## src/rtl/csr_access_unit_if.sv

```systemverilog
// Bundles the request, response and CSR-file ports of csr_access_unit.
// slave: the sequencer itself. master: the core / CSR file / bench side.
interface csr_access_unit_if;
    logic        req_valid;
    logic        req_ready;
    logic [2:0]  req_funct3;
    logic [11:0] req_csr;
    logic [4:0]  req_rs1_idx;
    logic [31:0] req_rs1_val;
    logic [4:0]  req_rd;
    logic        resp_valid;
    logic        resp_ready;
    logic [4:0]  resp_rd;
    logic [31:0] resp_data;
    logic        resp_illegal;
    logic        csr_wen;
    logic [11:0] csr_addr;
    logic [31:0] csr_wdata;
    logic [31:0] csr_rdata;

    modport slave (
        input  req_valid, req_funct3, req_csr, req_rs1_idx, req_rs1_val, req_rd,
        input  resp_ready, csr_rdata,
        output req_ready, resp_valid, resp_rd, resp_data, resp_illegal,
        output csr_wen, csr_addr, csr_wdata
    );

    modport master (
        output req_valid, req_funct3, req_csr, req_rs1_idx, req_rs1_val, req_rd,
        output resp_ready, csr_rdata,
        input  req_ready, resp_valid, resp_rd, resp_data, resp_illegal,
        input  csr_wen, csr_addr, csr_wdata
    );
endinterface

```

## src/rtl/csr_access_unit.sv

```systemverilog
// Zicsr sequencer: accept one instruction, read the CSR, optionally write the RMW result, respond.
// Latency 2 cycles accept-to-response (3 with a write); resp_ready low stalls in RESP indefinitely.
module csr_access_unit (
    input  logic               clock,
    input  logic               reset,
    csr_access_unit_if.slave   bus
);
    localparam logic [1:0] ST_IDLE  = 2'd0;
    localparam logic [1:0] ST_READ  = 2'd1;
    localparam logic [1:0] ST_WRITE = 2'd2;
    localparam logic [1:0] ST_RESP  = 2'd3;

    logic [1:0]  state_q, state_d;
    logic [2:0]  funct3_q, funct3_d;
    logic [11:0] csr_q, csr_d;
    logic [4:0]  rs1_idx_q, rs1_idx_d;
    logic [31:0] rs1_val_q, rs1_val_d;
    logic [4:0]  rd_q, rd_d;
    logic [31:0] old_q, old_d;
    logic        illegal_q, illegal_d;
    logic        rst_done_q, rst_done_d;

    logic [31:0] op;
    logic [31:0] new_val;
    logic        do_write;
    logic        illegal;

    // Suppression tests the rs1 index, not its value.
    always_comb begin
        op       = funct3_q[2] ? {27'b0, rs1_idx_q} : rs1_val_q;
        do_write = (funct3_q[1:0] == 2'b01) || (rs1_idx_q != 5'd0);
        illegal  = (funct3_q[1:0] == 2'b00) || (do_write && (csr_q[11:10] == 2'b11));
        case (funct3_q[1:0])
            2'b10:   new_val = old_q | op;
            2'b11:   new_val = old_q & ~op;
            default: new_val = op;
        endcase
    end

    always_comb begin
        state_d    = state_q;
        funct3_d   = funct3_q;
        csr_d      = csr_q;
        rs1_idx_d  = rs1_idx_q;
        rs1_val_d  = rs1_val_q;
        rd_d       = rd_q;
        old_d      = old_q;
        illegal_d  = illegal_q;
        rst_done_d = 1'b1;
        case (state_q)
            ST_IDLE: begin
                if (bus.req_valid && rst_done_q) begin
                    funct3_d  = bus.req_funct3;
                    csr_d     = bus.req_csr;
                    rs1_idx_d = bus.req_rs1_idx;
                    rs1_val_d = bus.req_rs1_val;
                    rd_d      = bus.req_rd;
                    state_d   = ST_READ;
                end
            end
            ST_READ: begin
                old_d     = illegal ? 32'd0 : bus.csr_rdata;
                illegal_d = illegal;
                state_d   = (do_write && !illegal) ? ST_WRITE : ST_RESP;
            end
            ST_WRITE: state_d = ST_RESP;
            default: begin
                if (bus.resp_ready) state_d = ST_IDLE;
            end
        endcase
    end

    always_ff @(posedge clock) begin
        if (!reset) begin
            state_q    <= ST_IDLE;
            funct3_q   <= 3'd0;
            csr_q      <= 12'd0;
            rs1_idx_q  <= 5'd0;
            rs1_val_q  <= 32'd0;
            rd_q       <= 5'd0;
            old_q      <= 32'd0;
            illegal_q  <= 1'b0;
            rst_done_q <= 1'b0;
        end else begin
            state_q    <= state_d;
            funct3_q   <= funct3_d;
            csr_q      <= csr_d;
            rs1_idx_q  <= rs1_idx_d;
            rs1_val_q  <= rs1_val_d;
            rd_q       <= rd_d;
            old_q      <= old_d;
            illegal_q  <= illegal_d;
            rst_done_q <= rst_done_d;
        end
    end

    // rst_done_q keeps req_ready low through reset and until the first edge after release.
    assign bus.req_ready    = (state_q == ST_IDLE) && rst_done_q;
    assign bus.resp_valid   = (state_q == ST_RESP);
    assign bus.resp_rd      = rd_q;
    assign bus.resp_data    = old_q;
    assign bus.resp_illegal = illegal_q;
    assign bus.csr_wen      = (state_q == ST_WRITE);
    assign bus.csr_addr     = csr_q;
    assign bus.csr_wdata    = (state_q == ST_WRITE) ? new_val : 32'd0;
endmodule

```

## src/flat_wrapper.sv

```systemverilog
// flat-port wrapper written by rule: the top's interface ports become plain ports
module csr_access_unit_flat 
  (clock, reset, bus_req_valid, bus_req_funct3, bus_req_csr, bus_req_rs1_idx, bus_req_rs1_val, bus_req_rd, bus_resp_ready, bus_csr_rdata, bus_req_ready, bus_resp_valid, bus_resp_rd, bus_resp_data, bus_resp_illegal, bus_csr_wen, bus_csr_addr, bus_csr_wdata);
  csr_access_unit_if bus_i ();
  input  logic clock;
  input  logic reset;
  input wire logic [$bits(bus_i.req_valid)-1:0] bus_req_valid;
  input wire logic [$bits(bus_i.req_funct3)-1:0] bus_req_funct3;
  input wire logic [$bits(bus_i.req_csr)-1:0] bus_req_csr;
  input wire logic [$bits(bus_i.req_rs1_idx)-1:0] bus_req_rs1_idx;
  input wire logic [$bits(bus_i.req_rs1_val)-1:0] bus_req_rs1_val;
  input wire logic [$bits(bus_i.req_rd)-1:0] bus_req_rd;
  input wire logic [$bits(bus_i.resp_ready)-1:0] bus_resp_ready;
  input wire logic [$bits(bus_i.csr_rdata)-1:0] bus_csr_rdata;
  output wire logic [$bits(bus_i.req_ready)-1:0] bus_req_ready;
  output wire logic [$bits(bus_i.resp_valid)-1:0] bus_resp_valid;
  output wire logic [$bits(bus_i.resp_rd)-1:0] bus_resp_rd;
  output wire logic [$bits(bus_i.resp_data)-1:0] bus_resp_data;
  output wire logic [$bits(bus_i.resp_illegal)-1:0] bus_resp_illegal;
  output wire logic [$bits(bus_i.csr_wen)-1:0] bus_csr_wen;
  output wire logic [$bits(bus_i.csr_addr)-1:0] bus_csr_addr;
  output wire logic [$bits(bus_i.csr_wdata)-1:0] bus_csr_wdata;
  assign bus_i.req_valid = bus_req_valid;
  assign bus_i.req_funct3 = bus_req_funct3;
  assign bus_i.req_csr = bus_req_csr;
  assign bus_i.req_rs1_idx = bus_req_rs1_idx;
  assign bus_i.req_rs1_val = bus_req_rs1_val;
  assign bus_i.req_rd = bus_req_rd;
  assign bus_i.resp_ready = bus_resp_ready;
  assign bus_i.csr_rdata = bus_csr_rdata;
  assign bus_req_ready = bus_i.req_ready;
  assign bus_resp_valid = bus_i.resp_valid;
  assign bus_resp_rd = bus_i.resp_rd;
  assign bus_resp_data = bus_i.resp_data;
  assign bus_resp_illegal = bus_i.resp_illegal;
  assign bus_csr_wen = bus_i.csr_wen;
  assign bus_csr_addr = bus_i.csr_addr;
  assign bus_csr_wdata = bus_i.csr_wdata;
  csr_access_unit u_core (.clock(clock), .reset(reset), .bus(bus_i));
endmodule
```

## config.mk

```make
export PLATFORM = sky130hd
export DESIGN_NAME = csr_access_unit_flat
export DESIGN_NICKNAME = d
export VERILOG_FILES = /design/src/rtl/csr_access_unit_if.sv /design/src/rtl/csr_access_unit.sv /design/src/flat_wrapper.sv
export SDC_FILE = /design/constraint.sdc
export NUM_CORES = 1
export LEC_CHECK = 0
export ABC_AREA = 0
export ABC_CLOCK_PERIOD_IN_PS = 2100
export BUFFER_PORTS_ARGS = -buffer_cell sky130_fd_sc_hd__buf_2
export CAP_MARGIN = 40
export CORE_MARGIN = 2
export CORE_UTILIZATION = 40
export CTS_BUF_LIST = sky130_fd_sc_hd__clkbuf_8
export CTS_CLUSTER_DIAMETER = 80
export DETAILED_ROUTE_END_ITERATION = 8
export GPL_ROUTABILITY_DRIVEN = 1
export GPL_TIMING_DRIVEN = 0
export PLACE_DENSITY_LB_ADDON = 0.3
export RECOVER_POWER = 25
export SYNTH_ARGS = -nofsm -noshare
export SYNTH_HDL_FRONTEND = slang
export SYNTH_SLANG_ARGS = --single-unit
```

## constraint.sdc

```tcl
create_clock -name clock -period 2.1 [get_ports clock]
set_clock_uncertainty 0.05 [all_clocks]
set_input_delay 0.21 -clock clock [delete_from_list [all_inputs] [get_ports clock]]
set_output_delay 0.21 -clock clock [all_outputs]
set_load 0.02 [all_outputs]
```

==> flow_metrics.env <==
export IMPL_startpoint_type="register"
export IMPL_ys_types=35
export IMPL_area_growth_pct=26.7
export IMPL_cts_tree="yes"
export IMPL_arrival_ns=1.72
export IMPL_fin_hold_ws_ns=0.0280
export IMPL_syn_inst=532
export IMPL_hold_viol=0
export IMPL_p_leak_nw=2.59
export IMPL_drc=0
export IMPL_synth_edf_count=0
export IMPL_fin_setup_tns_ns=0
export IMPL_wl_per_cell_um=14.6
export IMPL_synth_most_common_cell="nand2_1"
export IMPL_finalSetupViolCount=0
export IMPL_antenna_cells=0
export IMPL_irDropWorstVdd_mv=0.561
export IMPL_r2r_start="u_core.state_q[0]$_SDFFE_PN0P_"
export IMPL_syn_num_nets=629
export IMPL_drt_iter0_drc=220
export IMPL_tightestPinTransition_ns=0.438
export IMPL_vias=4255
export IMPL_run_status="completed"
export IMPL_r2r_end="u_core.rs1_val_q[29]$_SDFFE_PN0P_"
export IMPL_grt_use_total_pct=20.0
export IMPL_synth_ff_type="dfxtp_1"
export IMPL_dpl_cell_area_mm2=0.00562
export IMPL_cp_end_kind="primary output"
export IMPL_vias_per_cell=4.91
export IMPL_n_fill_cell=1074
export IMPL_synthTopCellsByArea="dfxtp_1 41%, mux2i_1 14%, nand2_1 12%, nor3_2 6.6%, a21oi_1 6.5%"
export IMPL_crit_start="u_core.funct3_q[2]$_SDFFE_PN0P_"
export IMPL_dieArea_mm2=0.0123
export IMPL_drive_gt1_share_pct=29.8
export IMPL_antenna_found_initial=0
export IMPL_root_buffer="clkbuf_8"
export IMPL_ff_latch_area_mm2=0.00186
export IMPL_cts_max_path_buffers=2
export IMPL_ys_seq_elements=93
export IMPL_yosys_warnings=0
export IMPL_cts_sinks=93
export IMPL_max_cap_violations=0
export IMPL_r2r_setup_slack_ns=0.25
export IMPL_min_period_ns=1.98
export IMPL_post_dp_hpwl_um=9620
export IMPL_grt_pass1_wl_um=20300
export IMPL_worst_setup_path_type="register to primary output"
export IMPL_clk_pin_slew_worst_paths_ns=0.09
export IMPL_core_area_mm2=0.0110
export IMPL_fin_nets=818
export IMPL_async_flop_share_pct=0
export IMPL_hold_path_class="input port to register"
export IMPL_synth_largest_area_cell="dfxtp_1"
export IMPL_fp_dieH_um=111
export IMPL_timing_final_crit_share_pct=94.2
export IMPL_synth_area_mm2=0.00456
export IMPL_multi_input_area_mm2=0.00244
export IMPL_max_freq_ghz=0.506
export IMPL_numCtsBuffers=9
export IMPL_clk_latency_ns=0.36
export IMPL_ant_nets=0
export IMPL_maxSlewViolCount=0
export IMPL_pre_cts_slack_ns=0.277
export IMPL_maxSlewHeadroom_pct=70.8
export IMPL_worst_slack_ns=0.122
export IMPL_grt_setup_unrepaired="false"
export IMPL_grt_max_degree=15
export IMPL_synth_top_area_share_pct=40.8
export IMPL_crit_fanout=10
export IMPL_gp_congestion=0.861
export IMPL_wl_um=12600
export IMPL_reg2reg_depth=7
export IMPL_dr_pass1_iters=4
export IMPL_synth_area_per_cell_um2=8.57
export IMPL_num_rows=38
export IMPL_crit_end="bus_csr_wdata[2]"
export IMPL_power_density_mw_per_mm2=883
export IMPL_cp_required_ns=1.84
export IMPL_netlist_top_cells_count="140 x nand2_1, 93 x dfxtp_1, 62 x mux2i_1, 59 x a21oi_1, 30 x nor3_2"
export IMPL_port_buffers=177
export IMPL_start_util_pct=41.5
export IMPL_die_x_um=111
export IMPL_io_pin_count=178
export IMPL_grt_overflow_total=0
export IMPL_grt_pass1_vias=4206
export IMPL_h_tree_depth=3
export IMPL_post_route_cell_area_mm2=0.00578
export IMPL_ys_seq_area_share_pct=40.8
## worst min path at each step
stage / slack (ns) / from / to / depth (start not counted)
after floorplan: 0.19 / reset / u_core.rst_done_q$_DFF_P_ / 0
after global placement: 0.33 / reset / u_core.rst_done_q$_DFF_P_ / 1
after detailed placement: 0.34 / reset / u_core.rst_done_q$_DFF_P_ / 1
after CTS: 0.01 / bus_req_funct3[2] / u_core.funct3_q[2]$_SDFFE_PN0P_ / 3
after global routing: 0.02 / bus_req_funct3[2] / u_core.funct3_q[2]$_SDFFE_PN0P_ / 3
final: 0.03 / bus_req_funct3[2] / u_core.funct3_q[2]$_SDFFE_PN0P_ / 3
## cells by family (layout without fill, tap and decap cells)
kind of cell / Yosys count / after routing / synth area share [%]
AO/OA/AOI/OAI: 79 / 79 / 10.1
flip-flops: 93 / 93 / 40.8
buffers and inverters: 45 / 239 / 5.65
AND/OR/NAND/NOR: 249 / 249 / 28.7
multiplexers: 62 / 62 / 13.6
adder cells (fa/ha/maj): 4 / 4 / 1.10
## stage by stage
step,instances,power [W],utilization [%]
finish,866,0.00511,52.6
global route,866,0.00540,52.6
CTS,866,0.00518,53.1
detailed placement,849,0.00399,51.2
global placement,849,0.00395,51.2
floorplan,532,0.00345,-
## registers in the layout, indices dropped and copies added (netlist names)
| register | flops |
|---|---|
| u_core.rs1_idx_q | 5 |
| u_core.bus.resp_data | 32 |
| u_core.bus.resp_illegal | 1 |
| u_core.funct3_q | 3 |
| u_core.rst_done_q | 1 |
| u_core.rs1_val_q | 32 |
| u_core.state_q | 2 |
| u_core.bus.resp_rd | 5 |
| u_core.bus.csr_addr | 12 |
## layout by cell type, fill, tap and decap left out, drive strengths merged, types with 2 or more instances in the layout
cell type  netlist  layout
inv              3       5
ha               4       4
and2            27      27
o21a             5       5
nand2b          28      28
mux2i           62      62
buf             30     163
and3             6       6
a21oi           59      59
dfxtp           93      93
clkinv           0       2
nor2             7       7
clkbuf          12      66
nor2b            3       3
nand2          140     140
a31oi            2       2
nor3            33      33
a32oi            3       3
nand3            3       3
o21ai            3       3
## power by group
part           switching, W  internal [W]
registers          0.000180       0.00200
logic               0.00106      0.000677
clock network      0.000612      0.000571
total               0.00186       0.00325
## what timing repair did
action	CTS	global route
hold endpoints to repair	1	0
setup buffers	0	0
hold buffers	1	0
gates cloned	0	0
setup endpoints to repair	29	2
resized for setup	6	1
pin swaps	0	0
## routing by layer
| layer | share of wire, % | track usage [%] |
|---|---|---|
| met2 | 48 | 34.0 |
| met4 | 1.6 | 5.50 |
| met3 | 6.3 | 5.03 |
| met5 | 0 | 0 |
| met1 | 44 | 25.3 |
## critical path: stages (launching register included)
cell,delay [ns]
dfxtp_2,0.43
buf_6,0.19
mux2i_1,0.29
and3_1,0.20
o21a_1,0.10
buf_2,0.15
## layout make-up
cell class	instances	area share (%)
flip-flops and latches	93	32.2
plain buffers	42	4.37
multi-input cells	394	42.3
clock inverters	6	0.952
repair buffers	178	14.5
clock buffers	10	2.38
inverters	3	0.195
well taps	140	3.03
Power figures use the tool's default switching activity.
